### src/rtl/display_3bits_counter.sv
// Free-running 3-bit up-counter driving one common-cathode 7-segment digit (active-high segments).
// Optional macro DISPLAY_3BITS_COUNTER_DP_WRAP_EN lights dp for the one cycle after each 7->0 wrap.
module display_3bits_counter (
  input  logic input_clock1_1,
  input  logic input_push_button2_btn_2,
  output logic output_7_segment_display1_a_top_7,
  output logic output_7_segment_display1_b_upper_right_8,
  output logic output_7_segment_display1_c_lower_right_10,
  output logic output_7_segment_display1_d_bottom_6,
  output logic output_7_segment_display1_e_lower_left_5,
  output logic output_7_segment_display1_f_upper_left_4,
  output logic output_7_segment_display1_g_middle_3,
  output logic output_7_segment_display1_dp_dot_9
);

  logic [2:0] count;
  logic [6:0] seg;  // {a,b,c,d,e,f,g}
  logic       dp;

  always_ff @(posedge input_clock1_1 or negedge input_push_button2_btn_2) begin
    if (!input_push_button2_btn_2) begin
      count <= 3'd0;
    end else begin
      count <= count + 3'd1;
    end
  end

  always_comb begin
    seg = 7'b0000000;
    case (count)
      3'd0:    seg = 7'b1111110;
      3'd1:    seg = 7'b0110000;
      3'd2:    seg = 7'b1101101;
      3'd3:    seg = 7'b1111001;
      3'd4:    seg = 7'b0110011;
      3'd5:    seg = 7'b1011011;
      3'd6:    seg = 7'b1011111;
      3'd7:    seg = 7'b1110000;
      default: seg = 7'b0000000;
    endcase
  end

`ifdef DISPLAY_3BITS_COUNTER_DP_WRAP_EN
  // Capturing count==7 on the edge makes dp high exactly while count sits at 0 after a wrap.
  always_ff @(posedge input_clock1_1 or negedge input_push_button2_btn_2) begin
    if (!input_push_button2_btn_2) begin
      dp <= 1'b0;
    end else begin
      dp <= (count == 3'd7);
    end
  end
`else
  assign dp = 1'b0;
`endif

  assign output_7_segment_display1_a_top_7          = seg[6];
  assign output_7_segment_display1_b_upper_right_8  = seg[5];
  assign output_7_segment_display1_c_lower_right_10 = seg[4];
  assign output_7_segment_display1_d_bottom_6       = seg[3];
  assign output_7_segment_display1_e_lower_left_5   = seg[2];
  assign output_7_segment_display1_f_upper_left_4   = seg[1];
  assign output_7_segment_display1_g_middle_3       = seg[0];
  assign output_7_segment_display1_dp_dot_9         = dp;

endmodule

### config.mk
export PLATFORM = sky130hd
export DESIGN_NAME = display_3bits_counter
export DESIGN_NICKNAME = d
export VERILOG_FILES = /design/src/rtl/display_3bits_counter.sv
export SDC_FILE = /design/constraint.sdc
export NUM_CORES = 1
export LEC_CHECK = 0
export BUFFER_PORTS_ARGS = -buffer_cell sky130_fd_sc_hd__buf_2
export CAP_MARGIN = 10
export CORE_AREA = 2 2 39 41
export CTS_BUF_LIST = sky130_fd_sc_hd__clkbuf_8
export DETAILED_ROUTE_END_ITERATION = 8
export DIE_AREA = 0 0 41 43
export GPL_ROUTABILITY_DRIVEN = 0
export HOLD_SLACK_MARGIN = 0.02
export SETUP_SLACK_MARGIN = 0.05
export SYNTH_ARGS = -nofsm -noshare
export SYNTH_HDL_FRONTEND = slang
export SYNTH_SLANG_ARGS = --single-unit
### constraint.sdc
create_clock -name input_clock1_1 -period 1.34 [get_ports input_clock1_1]
set_input_delay 0.402 -clock input_clock1_1 [delete_from_list [all_inputs] [get_ports input_clock1_1]]
set_output_delay 0.402 -clock input_clock1_1 [all_outputs]
set_load 0.005 [all_outputs]
# Word level (Yosys, flattened, before mapping)
# Memories as Yosys holds them, arrays and structs flattened.
# Index checks and enable logic that the tools add are counted.
word_totals:
  romBits: 56
  register_bits: 3
  elab_cells: 3
  inputBits: 2
  mem_count: 1
  output_inout_bits: 8
memory_table:
  columns: ["memory", "depth", "word_bits", "rd", "rd_ports_with_merged_regs", "wr", "line_no", "rtl"]
  rows:
  - ["(no name shown)", 8, 7, 1, 0, 0, "30", "case (count)"]
op_classes:
  add_sub_neg: 1
ops:
  columns: ["operator", "n"]
  rows:
  - ["$add A3 B1 Y3 const B", 1]

# Longest topological paths before layout
# Gate-level depths: netlist of the first run.
logic_depth:
  word_depth: 1
  ltp_mapped: 4

# Worst setup path after synthesis of the first run
# Ideal clock, no wire load.
synth_timing:
  path_type: "input -> output"
  startpoint: "in count[0]"
  endpoint: "out output_7_segment_display1_d_bottom_6"
  t_required_ns: 0.938
  arrival_ns: 0.959
  cell_stages: 5
  setup_slack_ns: -0.021
  path_cell_list: "dfrtp_1 inv_1 ha_1 nand2_1 o21ai_0"
synth_between:
  elab_chain_len: 1
synth_rtl:
  columns: ["element", "line_no", "rtl"]
  rows:
  - ["from (decl)", "16", "logic [2:0] count;"]
  - ["$mem_v2 Z8 W7", null, null]
  - ["to (decl)", "9", "output logic output_7_segment_display1_d_bottom_6,"]
# Every way passes these cells.

# Worst setup path after layout of the first run
layout_timing:
  startpoint: "in count[1]"
  endpoint: "out output_7_segment_display1_d_bottom_6"
# Same word-level chain as after synthesis.

==> impl_metrics.json, run 1 <==
{
  "run_status": "finished with violations",
  "violations": "setup timing",
  "worst_slack_ns": -0.287,
  "cap_viol_max_count": 0,
  "final_util_pct": 39.2,
  "r2r_end": "count[2]",
  "synth_nets": 35,
  "drt-initial-drc-count": 3,
  "core_area_mm2": 0.00138,
  "io_pins": 10,
  "min_path_type": "in -> async",
  "vias_per_cell": 3.89,
  "timing.fmax_ghz": 0.615,
  "detailed_place_hpwl_um": 382,
  "slew_violations": 0,
  "grt_pass1_vias": 245,
  "finalHoldViolCount": 0,
  "rrSetupSlack_ns": 0.18,
  "crit_fanout": 4,
  "yosys_warnings": 0,
  "start_util_pct": 19.3,
  "crit_arrival_ns": 1.22,
  "fin_crit_sh_pct": 121,
  "tritoncts": "done",
  "io_buffers": 8,
  "rr_startpoint": "count[0]",
  "p_per_area_mw_per_mm2": 647,
  "final_common_cell": "buf_4",
  "avgSynthCellArea_um2": 10.3,
  "cts.clk_slew.worst_paths_ns": 0.03,
  "total_power_uw": 351,
  "htreeDepth": 1,
  "fin_worst_skew_ns": 0.000129,
  "crit_type": "reg -> out",
  "cts_sinks": 3,
  "largest_reg_flops": 3,
  "grt_antenna_before_repair": 0,
  "n_antenna_cell": 0,
  "syn_area_um2": 268,
  "grt_max_degree": 9,
  "regMostFlops": "count",
  "drive_gt1_share_pct": 82.6,
  "largestRegisters": "count (3)",
  "cp-end-kind": "primary output",
  "grt_overflow_total": 0,
  "cp-start-kind": "flip-flop",
  "grt_pass1_wl_um": 966,
  "rsz0062_at_grt": "true",
  "fin_crit_ns": 1.63,
  "avgRoutedWirePerCell_um": 10.4,
  "ant_nets": 0,
  "cts_buffers": 3,
  "drc": 0,
  "nets": 56,
  "clkLatencyLatePin_ns": 0.21,
  "row_count": 14,
  "worstRegToRegCells": 4,
  "clockRootBuffer": "clkbuf_8",
  "setup_viol": 7,
  "dr.pass1.iters": 2,
  "leakage_uw": 0.000247,
  "die_area_mm2": 0.00176,
  "die_w_um": 41,
  "cts_max_path_buffers": 2,
  "grt.total_usage_pct": 8.43,
  "synth-seq-area-share_pct": 28.0,
  "area_growth_pct": 102,
  "synth_cell_types": 16,
  "vdd_drop_max_mv": 0.350,
  "layout_common_cells": "buf_4 (8), buf_2 (7), ha_4 (6)",
  "worstPathRequired_ns": 0.94,
  "ys_ff_latch": 3,
  "vias": 241,
  "die_h_um": 43,
  "fillers": 145,
  "synth_cells": 26,
  "routed_wirelength_um": 646
}
## kinds of logic (layout without fill, tap and decap cells)
kind of cell    Yosys count  count (layout)  share of synthesized area [%]
flops                     3               3                           28.0
other cells               1               1                           1.40
fa+ha+maj                 7               7                           32.7
compound gates            3               3                           7.01
mux                       1               1                           3.74
simple gates              5               5                           12.6
buf+inv                   5              25                           11.2
xor+xnor                  1               1                           3.27
## where the power goes
group	internal (uW)	switching [uW]
sequential	91.2	0
clock	195	59.0
combinational	2.95	2.56
## final cells by class
class / instances / area [um2] / area share (%)
repair buffers: 18 / 128 / 23.6
multi-input cells: 18 / 251 / 46.4
inverters: 3 / 18.8 / 3.46
clock inverters: 1 / 3.75 / 0.693
clock buffers: 3 / 41.3 / 7.62
well taps: 16 / 20.0 / 3.70
flip-flops and latches: 3 / 78.8 / 14.5
## worst max-delay path, cell delays in order (launching register included)
cell	delay, ns
dfrtp_2	0.44
inv_4	0.12
ha_4	0.21
nand2_2	0.05
o21ai_1	0.06
buf_2	0.12
## synthesized netlist by cell type
cell type,instances,area [um2]
ha_1,7,87.6
dfrtp_1,3,75.1
inv_1,2,7.51
nand2_1,2,7.51
a21oi_1,1,5.00
buf_4,1,7.51
buf_6,1,11.3
conb_1,1,3.75
inv_2,1,3.75
mux2i_1,1,10.0
nand2b_2,1,8.76
nand2b_4,1,13.8
nor2_1,1,3.75
o21ai_0,1,5.00
o21ai_2,1,8.76
xor2_1,1,8.76
## what timing repair did
item,CTS,global route
pin swaps,0,4
endpoints found under the setup margin,7,7
hold endpoints to repair,3,0
hold buffers,1,0
gates resized for setup,5,16
buffers inserted,3,3
## how the worst max path moves through the flow
stage | start | end | slack [ns] | cells after the start
final | count[1] | output_7_segment_display1_d_bottom_6 | -0.29 | 5
after global routing | count[0] | output_7_segment_display1_d_bottom_6 | -0.34 | 5
after CTS | count[1] | output_7_segment_display1_d_bottom_6 | -0.29 | 5
after detailed placement | count[0] | output_7_segment_display1_d_bottom_6 | -0.07 | 5
after global placement | count[0] | output_7_segment_display1_d_bottom_6 | -0.04 | 5
after floorplan | count[1] | output_7_segment_display1_d_bottom_6 | 0.06 | 4
## routing by layer
layer / share of wire (%) / global-route usage, % / up-vias
li1: - / - / 116
met5: 0 / 0 / -
met4: 0 / 8.00 / 0
met3: 3.9 / 1.57 / 0
met2: 61 / 14.7 / 6
met1: 35 / 7.07 / 119
## stage by stage
step / hold WS, ns / setup TNS [ns] / std cells / instance area [um2] / setup slack [ns]
global route: 0.519 / -1.96 / 62 / 542 / -0.338
floorplan: 0.106 / 0 / 26 / 283 / 0.0586
global placement: 0.201 / -0.0762 / 51 / 347 / -0.0360
detailed placement: 0.202 / -0.243 / 51 / 347 / -0.0709
CTS: 0.509 / -1.70 / 59 / 444 / -0.287
finish: 0.512 / -1.68 / 62 / 542 / -0.287
No activity file was read; power rests on OpenSTA's default activity.
==> inputs of run 2 (changes only) <==
--- a/config.mk
+++ b/config.mk
@@ -5,6 +5,7 @@
 export SDC_FILE = /design/constraint.sdc
 export NUM_CORES = 1
 export LEC_CHECK = 0
+export ABC_AREA = 1
 export BUFFER_PORTS_ARGS = -buffer_cell sky130_fd_sc_hd__buf_2
 export CAP_MARGIN = 10
 export CORE_AREA = 2 2 39 41
@@ -14,6 +15,7 @@
 export GPL_ROUTABILITY_DRIVEN = 0
 export HOLD_SLACK_MARGIN = 0.02
 export SETUP_SLACK_MARGIN = 0.05
+export SKIP_CTS_REPAIR_TIMING = 1
 export SYNTH_ARGS = -nofsm -noshare
 export SYNTH_HDL_FRONTEND = slang
 export SYNTH_SLANG_ARGS = --single-unit
==> run 2 against run 1 <==
Compared with the run above: register-to-register slack better by 0.17 ns; first-iteration DRC count is 67% lower; synthesized cell count is 35% higher; highest routed layer unchanged; clock skew is 0.00072 ns higher; hold slack worse by 0.00057 ns; the flow still finishes with violations (setup timing); largest cell class unchanged.
==> impl_metrics.json, run 2 <==
{
  "yosysTopAreaCell": "ha_1",
  "finalHoldViolCount": 0,
  "clkLatencyLatePin_ns": 0.21,
  "grt_max_degree": 6,
  "crit_fanout": 5,
  "violations": "setup timing",
  "avgSynthCellArea_um2": 7.58,
  "avgRoutedWirePerCell_um": 8.44,
  "vias_per_cell": 3.59,
  "area_growth_pct": 87.7,
  "run_status": "finished with violations",
  "min_path_type": "in -> async",
  "synth_area_leaders": "ha_1 (33%), dfrtp_1 (28%), nand2_1 (18%)",
  "setup_viol": 7,
  "tritoncts": "done",
  "yosys_warnings": 0,
  "vdd_drop_max_mv": 0.411,
  "cts_max_path_buffers": 2,
  "dr.pass1.iters": 2,
  "row_count": 14,
  "slowest_stage": "dfrtp_2",
  "stdcell_area_um2": 498,
  "fin_hold_ws_ns": 0.511,
  "cap_viol_max_count": 0,
  "slew_violations": 0,
  "grt_overflow_total": 0,
  "grtUsageMet2_pct": 8.75,
  "die_w_um": 41,
  "fillers": 150,
  "core_area_mm2": 0.00138,
  "cp_slowest_stage_delay_ns": 0.44,
  "htreeDepth": 1,
  "yosysMostFrequentCell": "nand2_1",
  "drt-initial-drc-count": 1,
  "final_common_cell": "nand2_1",
  "synth_cells": 35,
  "yosysTopAreaCellShare_pct": 33.0,
  "detailed_place_hpwl_um": 404,
  "ys_ff_latch": 3,
  "layout_common_cells": "nand2_1 (10), buf_2 (8), nand2_2 (5)",
  "grtUsageMet1_pct": 9.71,
  "clockRootBuffer": "clkbuf_8",
  "path_cells": "inv_4 > ha_4 > nand2_2 > nand2_1 > buf_2",
  "grt.total_usage_pct": 7.65,
  "synth-seq-area-share_pct": 28.3,
  "grt_pass1_vias": 202,
  "synthArstFlopShare_pct": 100,
  "n_antenna_cell": 0,
  "grt_pass1_wl_um": 834,
  "synth_nets": 44,
  "place_area_um2": 353,
  "grt_most_used_layer": "met1",
  "worstPathRequired_ns": 0.94,
  "die_h_um": 43,
  "cts.clk_slew.worst_paths_ns": 0.03,
  "fin_worst_skew_ns": 0.000849,
  "synth_cell_types": 8,
  "met3_usage_pct": 3.14,
  "p_per_area_mw_per_mm2": 699,
  "io_pins": 10,
  "io_buffers": 8,
  "rsz0062_at_grt": "true",
  "vias": 251,
  "synth_ff_type": "dfrtp_1",
  "die_area_mm2": 0.00176,
  "nets": 64,
  "timing.fmax_ghz": 0.628,
  "grt_antenna_before_repair": 0,
  "largest_reg_flops": 3,
  "cts_sinks": 3,
  "final_util_pct": 36.0,
  "drc": 0,
  "cts_buffers": 3,
  "fin_crit_ns": 1.59,
  "worst_slack_ns": -0.252,
  "drive_gt1_share_pct": 66.7,
  "largestRegisters": "count (3)",
  "cp-end-kind": "primary output",
  "leakage_uw": 0.000267,
  "routed_wirelength_um": 591,
  "synth-edff-count": 0,
  "finalSetupTns_ns": -1.60,
  "crit_type": "reg -> out",
  "syn_area_um2": 265,
  "start_util_pct": 19.2,
  "ant_nets": 0,
  "fin_crit_sh_pct": 119,
  "regMostFlops": "count",
  "crit_arrival_ns": 1.19,
  "cp-start-kind": "flip-flop",
  "synthTopCellsByCount": "nand2_1 (13), ha_1 (7), inv_1 (7), dfrtp_1 (3), nand2_2 (2)"
}
## run 2: cell types whose count changed in the layout (fill, tap and decap cells not counted), moves of 3 or more
cell     delta
ha_4        -3
buf_4       -5
inv_2       +3
nand2_2     +3
nand2_1    +10
## run 2: kinds of logic (layout without fill, tap and decap cells)
group | after synthesis | after routing | synth area share (%)
buffers and inverters | 9 | 28 | 14.2
other | 1 | 1 | 1.41
adders and majority gates | 7 | 7 | 33.0
and+or+nand+nor | 15 | 15 | 23.1
DFF | 3 | 3 | 28.3
## run 2: final cells by class
type                            instances  area (um2)  area share, %
Inverter                                8        35.0           7.04
Clock inverter                          1        3.75          0.754
Sequential cell                         3        77.6           15.6
Clock buffer                            3        41.3           8.29
Tap cell                               16        20.0           4.02
Multi-Input combinational cell         23         203           40.7
Timing Repair Buffer                   16         118           23.6
## run 2: worst paths after layout
| check | endpoint | slack, ns | start | cells past startpoint |
|---|---|---|---|---|
| worst max-delay path | output_7_segment_display1_d_bottom_6 | -0.25 | count[0] | 5 |
| worst min-delay path | count[2] | 0.51 | input_push_button2_btn_2 | 2 |
| worst max register to register | count[1] | 0.35 | count[0] | 3 |
| worst min register to register | count[2] | 0.60 | count[2] | 2 |
| max in group asynchronous | count[0] | 0.71 | input_push_button2_btn_2 | 2 |
| min in group input_clock1_1 | count[2] | 0.60 | count[2] | 2 |
## run 2: critical path: cells and delay by family (launching register included)
kind,cells,cell delay [ns]
buffers and inverters,2,0.22
flip-flops,1,0.44
adder cells (fa/ha/maj),1,0.20
AND/OR/NAND/NOR,2,0.12
## run 2: per-layer routing
metal	vias up	part of all wire (%)
met5	-	0
met4	0	0
met3	0	6.3
met2	8	54
met1	110	40
li1	133	-
## run 2: metrics by stage
step	setup WS [ns]	cells	power [uW]
finish	-0.252	70	348
global route	-0.320	70	369
CTS	-0.307	65	357
detailed placement	-0.0726	61	95.7
global placement	-0.0592	61	95.6
floorplan	0.0514	35	95.0
## run 2: power breakdown
| part | total [uW] | switching (uW) | internal, uW |
|---|---|---|---|
| clock network | 251 | 56.6 | 195 |
| registers | 91.2 | 0 | 91.2 |
| logic | 5.53 | 2.59 | 2.95 |
| total | 348 | 59.2 | 289 |
==> inputs of run 3 (changes only) <==
==> constraint.sdc (replaced) <==
create_clock -name input_clock1_1 -period 1.34 [get_ports input_clock1_1]
set_input_delay 0.268 -clock input_clock1_1 [delete_from_list [all_inputs] [get_ports input_clock1_1]]
set_output_delay 0.268 -clock input_clock1_1 [all_outputs]
set_load 0.01 [all_outputs]
==> run 3 against run 2 <==
Compared with the run above: the flow still finishes with violations (setup timing); utilization increased by 0.36 points; register-to-register slack worse by 0.10 ns; die area is the same; critical path depth unchanged; hold slack got worse by 0.15 ns; clock power increased by 4%; maximum frequency rose by 9.7%; critical path type unchanged.
==> impl_metrics.json, run 3 (synthesized netlist as in run 2, its figures left out) <==
{
  "n_antenna_cell": 0,
  "core_area_mm2": 0.00138,
  "worstPathRequired_ns": 1.07,
  "grt_max_degree": 6,
  "dr.pass1.iters": 4,
  "start_util_pct": 19.2,
  "vias_per_cell": 3.61,
  "die_area_mm2": 0.00176,
  "drive_gt1_share_pct": 58.5,
  "largest_reg_flops": 3,
  "htreeDepth": 1,
  "cts_buffers": 3,
  "crit_type": "reg -> out",
  "finalSetupTns_ns": -0.613,
  "fin_worst_skew_ns": 0.00278,
  "area_growth_pct": 89.6,
  "clockRootBuffer": "clkbuf_8",
  "ant_nets": 0,
  "stdcell_area_um2": 503,
  "seq_area_um2": 75.1,
  "grt_pass1_vias": 227,
  "io_pins": 10,
  "fin_crit_ns": 1.45,
  "grt_antenna_before_repair": 0,
  "p_per_area_mw_per_mm2": 714,
  "detailed_place_hpwl_um": 418,
  "vias": 249,
  "rrSetupSlack_ns": 0.25,
  "grt.total_usage_pct": 8.66,
  "cts_max_path_buffers": 2,
  "routed_wirelength_um": 640,
  "fin_crit_sh_pct": 108,
  "fillers": 138,
  "final_common_cell": "nand2_1",
  "regMostFlops": "count",
  "die_h_um": 43,
  "worstRegToRegCells": 5,
  "multi_input_area_um2": 220,
  "setup_viol": 7,
  "total_power_uw": 359,
  "nets": 63,
  "row_count": 14,
  "cp-start-kind": "flip-flop",
  "violations": "setup timing",
  "grt_overflow_total": 0,
  "rr_startpoint": "count[0]",
  "vdd_drop_max_mv": 0.376,
  "io_buffers": 8,
  "worst_slack_ns": -0.112,
  "run_status": "finished with violations",
  "crit_arrival_ns": 1.18,
  "min_path_type": "in -> async",
  "avgRoutedWirePerCell_um": 9.28,
  "place_area_um2": 340,
  "cap_viol_max_count": 0,
  "drt-initial-drc-count": 3,
  "final_util_pct": 36.3,
  "crit_fanout": 4,
  "leakage_uw": 0.000264,
  "grt_pass1_wl_um": 959,
  "cts_sinks": 3,
  "r2r_end": "count[2]",
  "rsz0062_at_grt": "true",
  "cts.clk_slew.worst_paths_ns": 0.03,
  "cp-end-kind": "primary output",
  "drc": 0,
  "slew_violations": 0,
  "die_w_um": 41,
  "largestRegisters": "count (3)",
  "tritoncts": "done",
  "finalHoldViolCount": 0,
  "layout_common_cells": "nand2_1 (11), buf_2 (7), inv_2 (5), ha_4 (5)",
  "timing.fmax_ghz": 0.689,
  "fin_hold_ws_ns": 0.365,
  "clkLatencyLatePin_ns": 0.22
}
-- run 3: power breakdown --
group	internal, uW	leakage (uW)	switching, uW	total [uW]
registers	91.2	0.0000379	0	91.2
logic	2.94	0.000199	3.09	6.03
clock network	196	0.0000269	66.4	262
total	290	0.000264	69.5	359
-- run 3: worst max-delay path by stage --
stage / from / endpoint / cells after the start
floorplan: count[0] / output_7_segment_display1_d_bottom_6 / 4
global placement: count[0] / output_7_segment_display1_d_bottom_6 / 5
detailed placement: count[0] / output_7_segment_display1_d_bottom_6 / 5
CTS: count[0] / output_7_segment_display1_d_bottom_6 / 5
global route: count[0] / output_7_segment_display1_d_bottom_6 / 5
finish: count[0] / output_7_segment_display1_d_bottom_6 / 5
-- run 3: worst max-delay path, stage by stage (launching register included) --
cell and delay, ns:
dfrtp_1 0.39, inv_2 0.12, ha_4 0.22, nand2_2 0.06, nand2_1 0.04, buf_2 0.13
-- run 3: per-layer routing --
metal / vias to the layer above / part of all wire [%] / global-route usage (%)
met3: 0 / 5.3 / 3.66
met1: 112 / 37 / 8.77
met5: - / 0 / 0
met2: 7 / 57 / 12.5
li1: 130 / - / -
met4: 0 / 0 / 8.00
-- run 3: cell type report --
cell class                      count  area share [%]
Inverter                            8            5.97
Tap cell                           16            3.98
Timing Repair Buffer               15            22.4
Sequential cell                     3            14.9
Clock inverter                      1           0.746
Clock buffer                        3            8.21
Multi-Input combinational cell     23            43.8
-- run 3: stage by stage --
step | setup slack (ns) | instances
after global routing | -0.172 | 69
after CTS | -0.165 | 65
after floorplan | 0.0707 | 35
after global placement | 0.102 | 61
after detailed placement | 0.0854 | 61
final | -0.112 | 69
